--- config.mk ---
export PLATFORM = sky130hd
export DESIGN_NAME = uart_autobaud
export DESIGN_NICKNAME = d
export VERILOG_FILES = /design/src/rtl/uart_autobaud.sv
export SDC_FILE = /design/constraint.sdc
export NUM_CORES = 1
export LEC_CHECK = 0
export CAP_MARGIN = 20
export CORE_UTILIZATION = 40
export CTS_CLUSTER_DIAMETER = 60
export DETAILED_ROUTE_END_ITERATION = 16
export SETUP_SLACK_MARGIN = 0.1
export SYNTH_ARGS = -nofsm -noshare
export SYNTH_HDL_FRONTEND = slang
export SYNTH_SLANG_ARGS = --single-unit
--- constraint.sdc ---
create_clock -name clk -period 6.8 [get_ports clk]
set_input_delay 1.36 -clock clk [delete_from_list [all_inputs] [get_ports clk]]
set_output_delay 1.36 -clock clk [all_outputs]
set_load 0.1 [all_outputs]
--- src/rtl/uart_autobaud.sv ---
// Auto-baud detector: times the host 0x55 sync character on rx and
// derives the UART core clock divider from five falling-edge timestamps.
module uart_autobaud #(
  parameter int PRESCALER_COUNT = 8,
  parameter int COUNT_WIDTH     = 24
) (
  input  logic        clk,
  input  logic        rst,
  input  logic        rx,
  input  logic        start,
  output logic        set_clock_div,
  output logic [31:0] user_clock_div,
  output logic        locked,
  output logic        busy,
  output logic        error
);

  typedef enum logic [2:0] {
    IDLE, WAIT_HIGH, WAIT_START, MEASURE, COMPUTE, DONE, FAIL
  } state_t;

  localparam logic [COUNT_WIDTH-1:0] MAX = '1;
  localparam logic [63:0] HALF = 64'(4 * PRESCALER_COUNT);
  localparam logic [63:0] FULL = 64'(8 * PRESCALER_COUNT);

  state_t state, state_n;

  logic sync1, sync2, prev;
  logic fall;

  logic [COUNT_WIDTH-1:0] total;
  logic [COUNT_WIDTH-1:0] interval;
  logic [COUNT_WIDTH-1:0] i0;
  logic [COUNT_WIDTH-1:0] diff;
  logic [2:0]             edges;
  logic                   bad;
  logic [63:0]            quo;

  assign fall = prev & ~sync2;
  assign diff = (interval >= i0) ? interval - i0 : i0 - interval;
  assign bad  = diff > (i0 >> 2);
  assign quo  = (64'(total) + HALF) / FULL;

  always_comb begin
    state_n = state;
    unique case (state)
      IDLE, DONE, FAIL: begin
        if (start) state_n = WAIT_HIGH;
      end
      WAIT_HIGH: begin
        if (sync2) state_n = WAIT_START;
      end
      WAIT_START: begin
        if (total == MAX) state_n = FAIL;
        else if (fall)    state_n = MEASURE;
      end
      MEASURE: begin
        // edges counts the edge before this one; >=2 means I0 exists
        if (total == MAX)                    state_n = FAIL;
        else if (fall && edges >= 3'd2 && bad) state_n = FAIL;
        else if (fall && edges == 3'd4)      state_n = COMPUTE;
      end
      COMPUTE: begin
        state_n = (quo == 64'd0) ? FAIL : DONE;
      end
      default: state_n = IDLE;
    endcase
  end

  always_ff @(posedge clk or posedge rst) begin
    if (rst) begin
      state          <= IDLE;
      sync1          <= 1'b1;
      sync2          <= 1'b1;
      prev           <= 1'b1;
      total          <= '0;
      interval       <= '0;
      i0             <= '0;
      edges          <= '0;
      set_clock_div  <= 1'b0;
      user_clock_div <= '0;
      locked         <= 1'b0;
      busy           <= 1'b0;
      error          <= 1'b0;
    end else begin
      state <= state_n;
      sync1 <= rx;
      sync2 <= sync1;
      prev  <= sync2;
      case (state)
        IDLE, DONE, FAIL: begin
          if (start) begin
            total    <= '0;
            interval <= '0;
            i0       <= '0;
            edges    <= '0;
          end
        end
        WAIT_START: begin
          if (fall) begin
            total    <= '0;
            interval <= '0;
            edges    <= 3'd1;
          end else if (total != MAX) begin
            total <= total + 1'b1;
          end
        end
        MEASURE: begin
          if (total != MAX) total <= total + 1'b1;
          if (fall) begin
            edges    <= edges + 3'd1;
            interval <= 1;
            if (edges == 3'd1) i0 <= interval;
          end else begin
            interval <= interval + 1'b1;
          end
        end
        default: ;
      endcase
      set_clock_div <= (state == COMPUTE) && (state_n == DONE);
      if ((state == COMPUTE) && (state_n == DONE))
        user_clock_div <= quo[31:0];
      locked <= state_n == DONE;
      error  <= state_n == FAIL;
      busy   <= (state_n == WAIT_HIGH) || (state_n == WAIT_START) ||
                (state_n == MEASURE)   || (state_n == COMPUTE);
    end
  end

endmodule

==> metrics.txt, run 1 <==
outcome=completed; antenna violations before repair=0; Yosys top cell by area=dfrtp_1; 1st-pass router iterations=5; combinational share of power=0.637; Mapped Cells=slightly below 1000; setup ws final=about 0.74 ns; GRT overflow=0; final wirelength=21500 um; DR vias=6771; Post-synth EDFFs=0; layout cells sized above 1=0.0597; switch share=0.502; final setup TNS=0 ns; post-synthesis sequential area ratio=0.321; critical path data required time=7.09 ns; H-tree Lvls=3; core area=~0.02 mm^2; die area=0.0209 mm^2; vias in the first global route=6564; WP buf/inv=3; RSZ-0062 raised after global routing=false; fmax=between 0.15 and 0.2 GHz; P_leak=4.02 nW; final-report hold violation count=0; Synth top area share=0.311; dpl hpwl=16300 um; Final Critical Period=6.06 ns; CTS root buffer=clkbuf_16; DRC Markers=0; Final Skew=between 0.009 and 0.01 ns; Total Nets Final=1048; clock buffer depth=2; Psw=0.00178 W; Final ANT Viol Nets=0; Routability Congestion=0.893; total number of yosys warnings=0; Die Y=roughly 140 um; Std-Cell Rows=51; Chip Width=~140 um; fin. max-slew vios=0; cell internal pwr=0.00177 W; clk_lat worst skew=0.36 ns; most common cell after layout, fill and taps aside=nor2_1; global-route wire length before repair=between 30000 and 40000 um; Mapped Area=roughly 0.0081 mm^2; dpl ws=about 0.68 ns; Pwr Density=404 mW/mm^2; number of port buffers=26; post-cts resize count=0; Num CTS Buffers=9; largest net degree at the start of global routing=62; family with the most delay on the worst path=compound AO/OA/AOI/OAI gates; HP Class=flip-flop to flip-flop; P&R area growth vs syn=8.19%; # clock sinks=104; CTS Hold Bufs=0; Max FO, Critical Path=15; Iter 0 DRT Violations=523; final setup vio count=0; final worst path period share=0.891; maximum vdd drop=between 0.2 and 0.25 mV; TritonCTS clock tree=done; starting density of the core=0.413; wire per inst=17.4 um; # IOs=40; vias per std cell=5.47; top post-synthesis cells by area=dfrtp_1, ha_1, xnor2_1, a21oi_1, nor2_1; ys flop type=dfrtp_1; Clock power frac=0.155; Design Area, Final=0.00878 mm^2; syn avg cell area=8.30 um^2; dpl cell area=0.00848 mm^2; Antenna Diode Count=0; Worst Max-Slew Pin Slew=approximately 1.0 ns; MaxCap Viol Count=0; gr usage total=0.217; postcts setup bufs=0; ys async rst share=1.00; Slew HR=0.310; commonest cells after routing, fill and taps aside=nor2_1, dfrtp_1, a21oi_1, o21ai_0, ha_1; Max stage delay on crit path=0.70 ns; flops & latches, synth=104; Critical Path Slowest Stage Cell=a2111oi_0; Worst EP arrival=6.35 ns; Flop pwr share=0.208; CP Launch Type=flip-flop; Core Util, Final=0.447; kind of critical path=flip-flop to flip-flop; post-synth cell types=73; crit end category=flip-flop; CTS clock-pin slew for the worst setup and hold paths=0.08 ns
path summary, 6_finish.rpt:
| path | start | slack [ns] | to | depth (start not counted) |
|---|---|---|---|---|
| max reg2reg | interval[0] | 0.74 | busy | 25 |
| min reg2reg | sync1 | 0.36 | sync2 | 0 |
| max | interval[0] | 0.74 | busy | 25 |
| max in group asynchronous | rst | 4.14 | i0[18] | 3 |
| min in group asynchronous | rst | 1.42 | state[1] | 2 |
| min | sync1 | 0.36 | sync2 | 0 |
layout make-up:
type                    count  area [um^2]
fillers                  2053        10900
multi-input cells         754         4980
flip-flops and latches    104         2610
well taps                 265          332
repair buffers             34          318
inverters                  64          243
clock buffers              10          239
clock inverters             6         62.6
cell usage after synthesis (all sizes together) (3+ instances only):
| master | count |
|---|---|
| o211ai | 4 |
| and2 | 4 |
| and4 | 4 |
| and3 | 5 |
| buf | 37 |
| o311ai | 3 |
| inv | 64 |
| a21oi | 88 |
| ha | 75 |
| nand2 | 69 |
| a31oi | 5 |
| o31a | 3 |
| o21ai | 76 |
| dfstp | 3 |
| xnor2 | 52 |
| or3 | 7 |
| a211o | 3 |
| nor4 | 6 |
| nor2b | 10 |
| a21o | 19 |
| mux2i | 15 |
| nor2 | 106 |
| nand2b | 3 |
| a221oi | 3 |
| dfrtp | 101 |
| nand3 | 52 |
| mux2 | 7 |
| nor3 | 20 |
| o21bai | 4 |
| clkbuf | 31 |
| xor2 | 28 |
| nand4 | 28 |
| o21a | 5 |
| a31o | 4 |
per-stage QoR:
step	hold slack, ns	std cells	total power, W
3_3_place_gp	0.346	1220	0.00299
4_1_cts	0.365	1237	0.00355
5_1_grt	0.368	1237	0.00384
6_report	0.363	1237	0.00355
3_5_place_dp	0.348	1221	0.00298
2_1_floorplan	0.345	990	0.00237
worst reg2reg max path, cell delays in order, from the launching register on:
cell and delay (ns):
dfrtp_1 0.43, inv_1 0.10, ha_1 0.14, inv_1 0.05
fa_1 0.41, a21o_1 0.19, a21oi_2 0.21, a211o_1 0.17
nand3_1 0.07, a311o_2 0.55, buf_4 0.26, o311ai_0 0.32
o211ai_1 0.25, a21oi_1 0.22, xnor2_1 0.14, ha_1 0.27
nand3_1 0.07, nand2_1 0.04, a2111oi_0 0.70, o2111ai_1 0.20
a21o_1 0.23, nor2_1 0.08, mux2i_1 0.18, o31a_1 0.37
nor3b_2 0.19, xnor2_1 0.13
power by group through the flow:
stage | sequential [W] | clock (W) | combinational [W]
final | 0.000738 | 0.000550 | 0.00226
after global routing | 0.000748 | 0.000583 | 0.00251
after CTS | 0.000737 | 0.000566 | 0.00225
after detailed placement | 0.000749 | 0 | 0.00223
after global placement | 0.000749 | 0 | 0.00224
after floorplan | 0.000855 | 0 | 0.00151
kinds of logic (layout without fill, tap and decap cells):
| family | after synthesis | count (layout) | share of synthesized area |
|---|---|---|---|
| AND/OR/NAND/NOR | 322 | 322 | 0.194 |
| AO/OA/AOI/OAI | 239 | 239 | 0.176 |
| adder cells (fa/ha/maj) | 78 | 78 | 0.122 |
| buffers and inverters | 132 | 114 | 0.0717 |
| XOR/XNOR | 80 | 80 | 0.0863 |
| multiplexers | 22 | 22 | 0.0282 |
| flip-flops | 104 | 104 | 0.321 |
| other | 1 | 13 | 0.000462 |
sequential cells by signal, indices dropped and copies added, names as in the netlist:
register and cells:
sync2 1, set_clock_div 1, interval 24, busy 1, total 24, edges 3
i0 24, user_clock_div 19, state 3, locked 1, prev 1, error 1
sync1 1
metal layers:
metal,track usage,share of wire
met2,0.361,0.47
met5,0,0
met4,0.0349,0.0089
met3,0.0334,0.033
met1,0.301,0.49
Note: power is estimated with default switching activity, not from simulation.
==> inputs of run 2 (changes only) <==
--- a/config.mk
+++ b/config.mk
@@ -6,7 +6,7 @@
 export NUM_CORES = 1
 export LEC_CHECK = 0
 export CAP_MARGIN = 20
-export CORE_UTILIZATION = 40
+export CORE_UTILIZATION = 25
 export CTS_CLUSTER_DIAMETER = 60
 export DETAILED_ROUTE_END_ITERATION = 16
 export SETUP_SLACK_MARGIN = 0.1
==> run 2 against run 1 <==
Setup slack worse by 0.048 ns; die area grew 59%; final cell count is 11% higher; critical path depth fell by 2; worst hold slack got worse by 0.0041 ns; critical endpoint is now locked; clock power is essentially flat; largest power group unchanged; core utilization decreased by 16 points; critical path type unchanged; sequential power about the same; non-clock buffer count up 1.
==> metrics.txt, run 2 (synthesis gave the netlist of run 1 again) <==
combinational share of power=0.631 (-0.006); HP Class=flip-flop to flip-flop; wire per inst=15.5 um (-11%); kind of critical path=flip-flop to flip-flop; # IOs=40 (unchanged); maximum vdd drop=0.180 mV (-22%); Clock power frac=0.158 (+0.003); most common cell after layout, fill and taps aside=nor2_1; vias in the first global route=6546 (-0.27%); GRT overflow=0 (unchanged); M2 GR Usage=0.213 (-0.149); fmax=0.164 GHz (-0.79%); met1 GRT Util=0.182 (-0.119); Flop pwr share=0.211 (+0.003); Slew HR=0.330 (+0.0199); # clock sinks=104 (unchanged); layout cells sized above 1=0.0586 (-0.00109); Chip Width=182 um (+26%); Max FO, Critical Path=15 (unchanged); Worst EP arrival=6.36 ns (about the same); Critical Path Slowest Stage Cell=a311o_1; Routability Congestion=0.941 (+5.4%); largest net degree at the start of global routing=67 (+8.1%); CTS Hold Bufs=0 (unchanged); starting density of the core=0.256 (-0.157); final wirelength=21300 um (-0.90%); Hold Slack=0.359 ns (-0.00407 ns); TritonCTS clock tree=done; die area=0.0332 mm^2 (+59%); P_leak=4.03 nW (+0.21%); Max stage delay on crit path=0.66 ns (-0.04 ns); crit end category=flip-flop; GRT Max-Usage Layer=met2; clk_lat worst skew=0.37 ns (about the same); fin. max-slew vios=0 (unchanged); final worst path period share=0.898 (+0.00712); commonest cells after routing, fill and taps aside=nor2_1, dfrtp_1, a21oi_1, o21ai_0, ha_1; P&R area growth vs syn=10.6%; Std-Cell Rows=65 (+27%); core area=0.0317 mm^2 (+61%); clock buffer depth=2 (unchanged); Final Critical Period=6.11 ns (+0.0484 ns); Antenna Diode Count=0 (unchanged); outcome=completed; M3 GR Usage=0.0176 (-0.0159); dpl hpwl=16200 um (-0.58%); cell internal pwr=0.00176 W (-0.41%); critical path data required time=7.05 ns (-0.04 ns); DRC Markers=0 (unchanged); vias per std cell=4.94 (-9.7%); antenna violations before repair=0 (unchanged); WP buf/inv=2 (-1); family with the most delay on the worst path=compound AO/OA/AOI/OAI gates; CTS root buffer=clkbuf_16; biggest regs=i0 x24, interval x24, total x24; final-report hold violation count=0 (unchanged); postcts setup bufs=0 (unchanged); gr usage total=0.132 (-0.0855); Total Nets Final=1049 (+0.095%); Worst Max-Slew Pin Slew=1.00 ns (-0.0292 ns); Final Skew=0.0203 ns (+0.0109 ns); MaxCap Viol Count=0 (unchanged); CTS clock-pin slew for the worst setup and hold paths=0.08 ns (about the same); Num CTS Buffers=9 (unchanged); DR vias=6798 (+0.40%); Iter 0 DRT Violations=482 (-7.8%); Core Util, Final=0.283 (-0.164); post-cts resize count=0 (unchanged); CP Launch Type=flip-flop; 1st-pass router iterations=5 (unchanged); dpl cells=1359 (+11%); Final ANT Viol Nets=0 (unchanged); RSZ-0062 raised after global routing=false; Psw=0.00174 W (-2.2%); H-tree Lvls=3 (unchanged); Die Y=182 um (+26%); final setup TNS=0 ns (unchanged); global-route wire length before repair=35300 um (+0.59%); crit-path cells=inv_1, ha_1, nand2_1, or3_1, a211o_1, nand3_1, a311o_1, mux2i_1, inv_1, o221ai_1, a221oi_1, xnor2_1, ha_1, nand4_1, nor4_1, o21ai_0, o2111ai_1, a21o_1, nor2_1, mux2i_1, o21ai_0, a31o_2, and2_1; final setup vio count=0 (unchanged); number of port buffers=26 (unchanged); Pwr Density=391 mW/mm^2 (-3.4%); switch share=0.497 (-0.00444); Non-Filler Instances=1375 (+11%)
run 2: final cells by class:
cell class / instances / area (um^2)
well taps: 402 / 503
repair buffers: 35 / 328
flip-flops and latches: 104 / 2610
clock buffers: 9 / 225
multi-input cells: 754 / 4980
fillers: 3402 / 22700
clock inverters: 7 / 91.3
inverters: 64 / 243
run 2: worst paths after layout:
kind	startpoint	endpoint	slack, ns	cells after the start
setup / recovery	interval[15]	locked	0.69	23
hold / removal	sync1	sync2	0.36	0
max in group asynchronous	rst	i0[23]	4.18	3
setup reg to reg	interval[15]	locked	0.69	23
min in group asynchronous	rst	locked	1.39	2
hold reg to reg	sync1	sync2	0.36	0
run 2: worst register-to-register path: cells and delay by family, from the launching register on:
family / cells / cell delay (ns)
flops: 1 / 0.42
xor+xnor: 1 / 0.20
mux: 2 / 0.59
compound gates: 9 / 2.55
fa+ha+maj: 2 / 0.78
simple gates: 7 / 1.30
buf+inv: 2 / 0.19
run 2: power by group through the flow:
stage / combinational, W / sequential, W / clock [W]
3_3_place_gp: 0.00220 / 0.000750 / 0
6_report: 0.00221 / 0.000739 / 0.000553
4_1_cts: 0.00222 / 0.000740 / 0.000571
3_5_place_dp: 0.00221 / 0.000751 / 0
2_1_floorplan: 0.00151 / 0.000855 / 0
5_1_grt: 0.00245 / 0.000751 / 0.000597
run 2: per-stage QoR:
stage,setup WS [ns],area (um^2),power (W)
4_1_cts,0.740,8970,0.00353
3_5_place_dp,0.783,8660,0.00296
5_1_grt,0.211,8970,0.00379
2_1_floorplan,1.82,8160,0.00237
6_report,0.691,8970,0.00351
3_3_place_gp,0.739,8650,0.00295
run 2: routing by layer:
metal / vias to the layer above / part of all wire / routed length [um]
met5: - / 0 / 0
met3: 18 / 0.036 / 772
met4: 0 / 0.019 / 403
met1: 3291 / 0.48 / 10300
li1: 3352 / - / -
met2: 137 / 0.46 / 9860
==> inputs of run 3 (changes only) <==
==> constraint.sdc (replaced) <==
create_clock -name clk -period 5.1 [get_ports clk]
set_input_delay 1.02 -clock clk [delete_from_list [all_inputs] [get_ports clk]]
set_output_delay 1.02 -clock clk [all_outputs]
set_load 0.1 [all_outputs]
==> run 3 against run 2 <==
The flow now finishes with violations (negative setup slack); first-iteration DRC count fell by 9.5%; setup slack got worse by 0.78 ns; maximum frequency rose by 18%; largest power group unchanged.
==> metrics.txt, run 3 (synthesis gave the netlist of run 1 again) <==
final worst path period share=1.02 (+0.120); Critical Path Slowest Stage Cell=a311o_2; vias per std cell=4.84 (-2.2%); layout cells sized above 1=0.199 (+0.141); gr usage total=0.137 (+0.00566); Routability Congestion=0.908 (-3.5%); fin. max-slew vios=0 (unchanged); Final ANT Viol Nets=0 (unchanged); Iter 0 DRT Violations=436 (-9.5%); crit end category=flip-flop; 1st-pass router iterations=5 (unchanged); kind of critical path=flip-flop to flip-flop; dpl ws=-0.370 ns (-1.15 ns); Pwr Density=580 mW/mm^2 (+48%); critical path data required time=5.38 ns (-1.67 ns); hold endpoint=sync2; Worst Max-Slew Pin Slew=1.01 ns (+0.00891 ns); clk_lat worst skew=0.36 ns (about the same); Max FO, Critical Path=6 (-9); Antenna Diode Count=0 (unchanged); Total Nets Final=1169 (+11%); commonest cells after routing, fill and taps aside=buf_4, nor2_1, dfrtp_1, a21oi_1, o21ai_0; largest net degree at the start of global routing=63 (-6.0%); HP Start=sync1; routed wl met3=773 um (+0.13%); wire per inst=15.2 um (-1.9%); # clock sinks=104 (unchanged); Slew HR=0.324 (-0.00596); Die Y=182 um (unchanged); outcome=finished with violations; DR vias=7231 (+6.4%); failing checks=negative setup slack; biggest regs=i0 x24, interval x24, total x24; global-route wire length before repair=36600 um (+3.9%); final setup vio count=3 (+3); Hold Slack=0.359 ns (+0.000402 ns); dpl hpwl=17300 um (+6.4%); antenna violations before repair=0 (unchanged); P_leak=4.63 nW (+15%); CP Launch Type=flip-flop; Num CTS Buffers=9 (unchanged); Chip Width=182 um (unchanged); number of port buffers=26 (unchanged); most common cell after layout, fill and taps aside=buf_4; Power Total=0.00590 W (+68%); CTS clock-pin slew for the worst setup and hold paths=0.08 ns (about the same); Final Skew=0.0194 ns (-0.000849 ns); Final Critical Period=5.19 ns (-0.918 ns); core area=0.0317 mm^2 (unchanged); die area=0.0332 mm^2 (unchanged); vias in the first global route=7025 (+7.3%); starting density of the core=0.256 (unchanged); WP buf/inv=4 (+2); Max stage delay on crit path=0.47 ns (-0.19 ns); top routing layer used=met4; final-report hold violation count=0 (unchanged); setup ws final=-0.0914 ns (-0.782 ns); M1 wire length=10800 um (+5.7%); family with the most delay on the worst path=compound AO/OA/AOI/OAI gates; DRC Markers=0 (unchanged); HP Class=flip-flop to flip-flop; GRT overflow=0 (unchanged); fmax=0.193 GHz (+18%); H-tree Lvls=3 (unchanged); maximum vdd drop=0.337 mV (+87%); Worst EP arrival=5.47 ns (-0.89 ns); clock buffer depth=2 (unchanged); register-to-register setup slack=-0.09 ns (-0.78 ns); final wirelength=22700 um (+6.7%); P&R area growth vs syn=25.3%; TritonCTS clock tree=done; MaxCap Viol Count=0 (unchanged); hold depth=0 (unchanged); reg2reg path depth=27 (+17%); reg2reg start=interval[0]; RSZ-0062 raised after global routing=true; Worst R2R End=busy; CTS root buffer=clkbuf_16; Std-Cell Rows=65 (unchanged); met2 WL=10700 um (+8.2%); # IOs=40 (unchanged)
[run 3: changes by cell type in the layout (fill, tap and decap cells not counted), sizes merged]
cell	delta
buf	+120
clkinvlp	+1
inv	-2
bufinv	+1
[run 3: metal layers]
layer,vias to the layer above,track usage
li1,3598,-
met1,3465,0.187
met2,141,0.225
met3,27,0.0188
met4,0,0.0434
met5,-,0
[run 3: how the worst max path moves through the flow]
stage,start,end,slack (ns),depth (start not counted)
final,interval[0],busy,-0.09,27
after global routing,interval[0],busy,-0.33,27
after detailed placement,interval[0],busy,-0.37,25
after global placement,interval[0],busy,-0.18,25
after floorplan,interval[0],busy,0.12,26
after CTS,interval[0],busy,0.03,27
[run 3: what timing repair did]
action                                  4_1_cts  5_1_grt
hold buffers                                  0        0
endpoints found under the hold margin         0        0
buffers inserted                             14        7
gates cloned                                  0        0
pin swaps                                    31       27
endpoints found under the setup margin        6        6
resized for setup                            31       30
[run 3: layout make-up]
type	instances	area, um^2
Multi-Input combinational cell	754	5240
Sequential cell	104	2610
Tap cell	402	503
Clock inverter	7	101
Clock buffer	9	225
Inverter	64	243
Timing Repair Buffer	155	1250
Fill cell	3309	21500
[run 3: through the flow]
step / utilization / instances / area, um^2 / setup TNS (ns)
3_3_place_gp: 0.296 / 1457 / 9390 / -0.513
4_1_cts: 0.314 / 1488 / 9950 / 0
2_1_floorplan: - / 990 / 8160 / 0
6_report: 0.321 / 1495 / 10200 / -0.207
3_5_place_dp: 0.296 / 1458 / 9400 / -1.70
5_1_grt: 0.321 / 1495 / 10200 / -1.32
[run 3: worst register-to-register path, cell delays in order, from the launching register on]
cell,delay [ns]
dfrtp_1,0.40
inv_2,0.08
ha_4,0.12
inv_2,0.03
fa_2,0.33
a21o_1,0.17
a21oi_2,0.16
a211o_1,0.16
nand3_1,0.07
a311o_2,0.47
buf_6,0.17
buf_8,0.13
nand2_4,0.06
o2bb2ai_4,0.06
o211ai_1,0.30
a21oi_2,0.11
xnor2_1,0.15
ha_1,0.32
nand3_2,0.08
nand2_2,0.07
a2111oi_4,0.39
o2111ai_2,0.16
a21o_1,0.23
nor2_2,0.13
mux2i_4,0.10
o31a_1,0.34
nor3b_2,0.20
xnor2_1,0.13
[run 3: power by group]
group,switching [W],internal (W)
logic,0.00223,0.00193
clock network,0.000359,0.000398
registers,0.0000874,0.000897
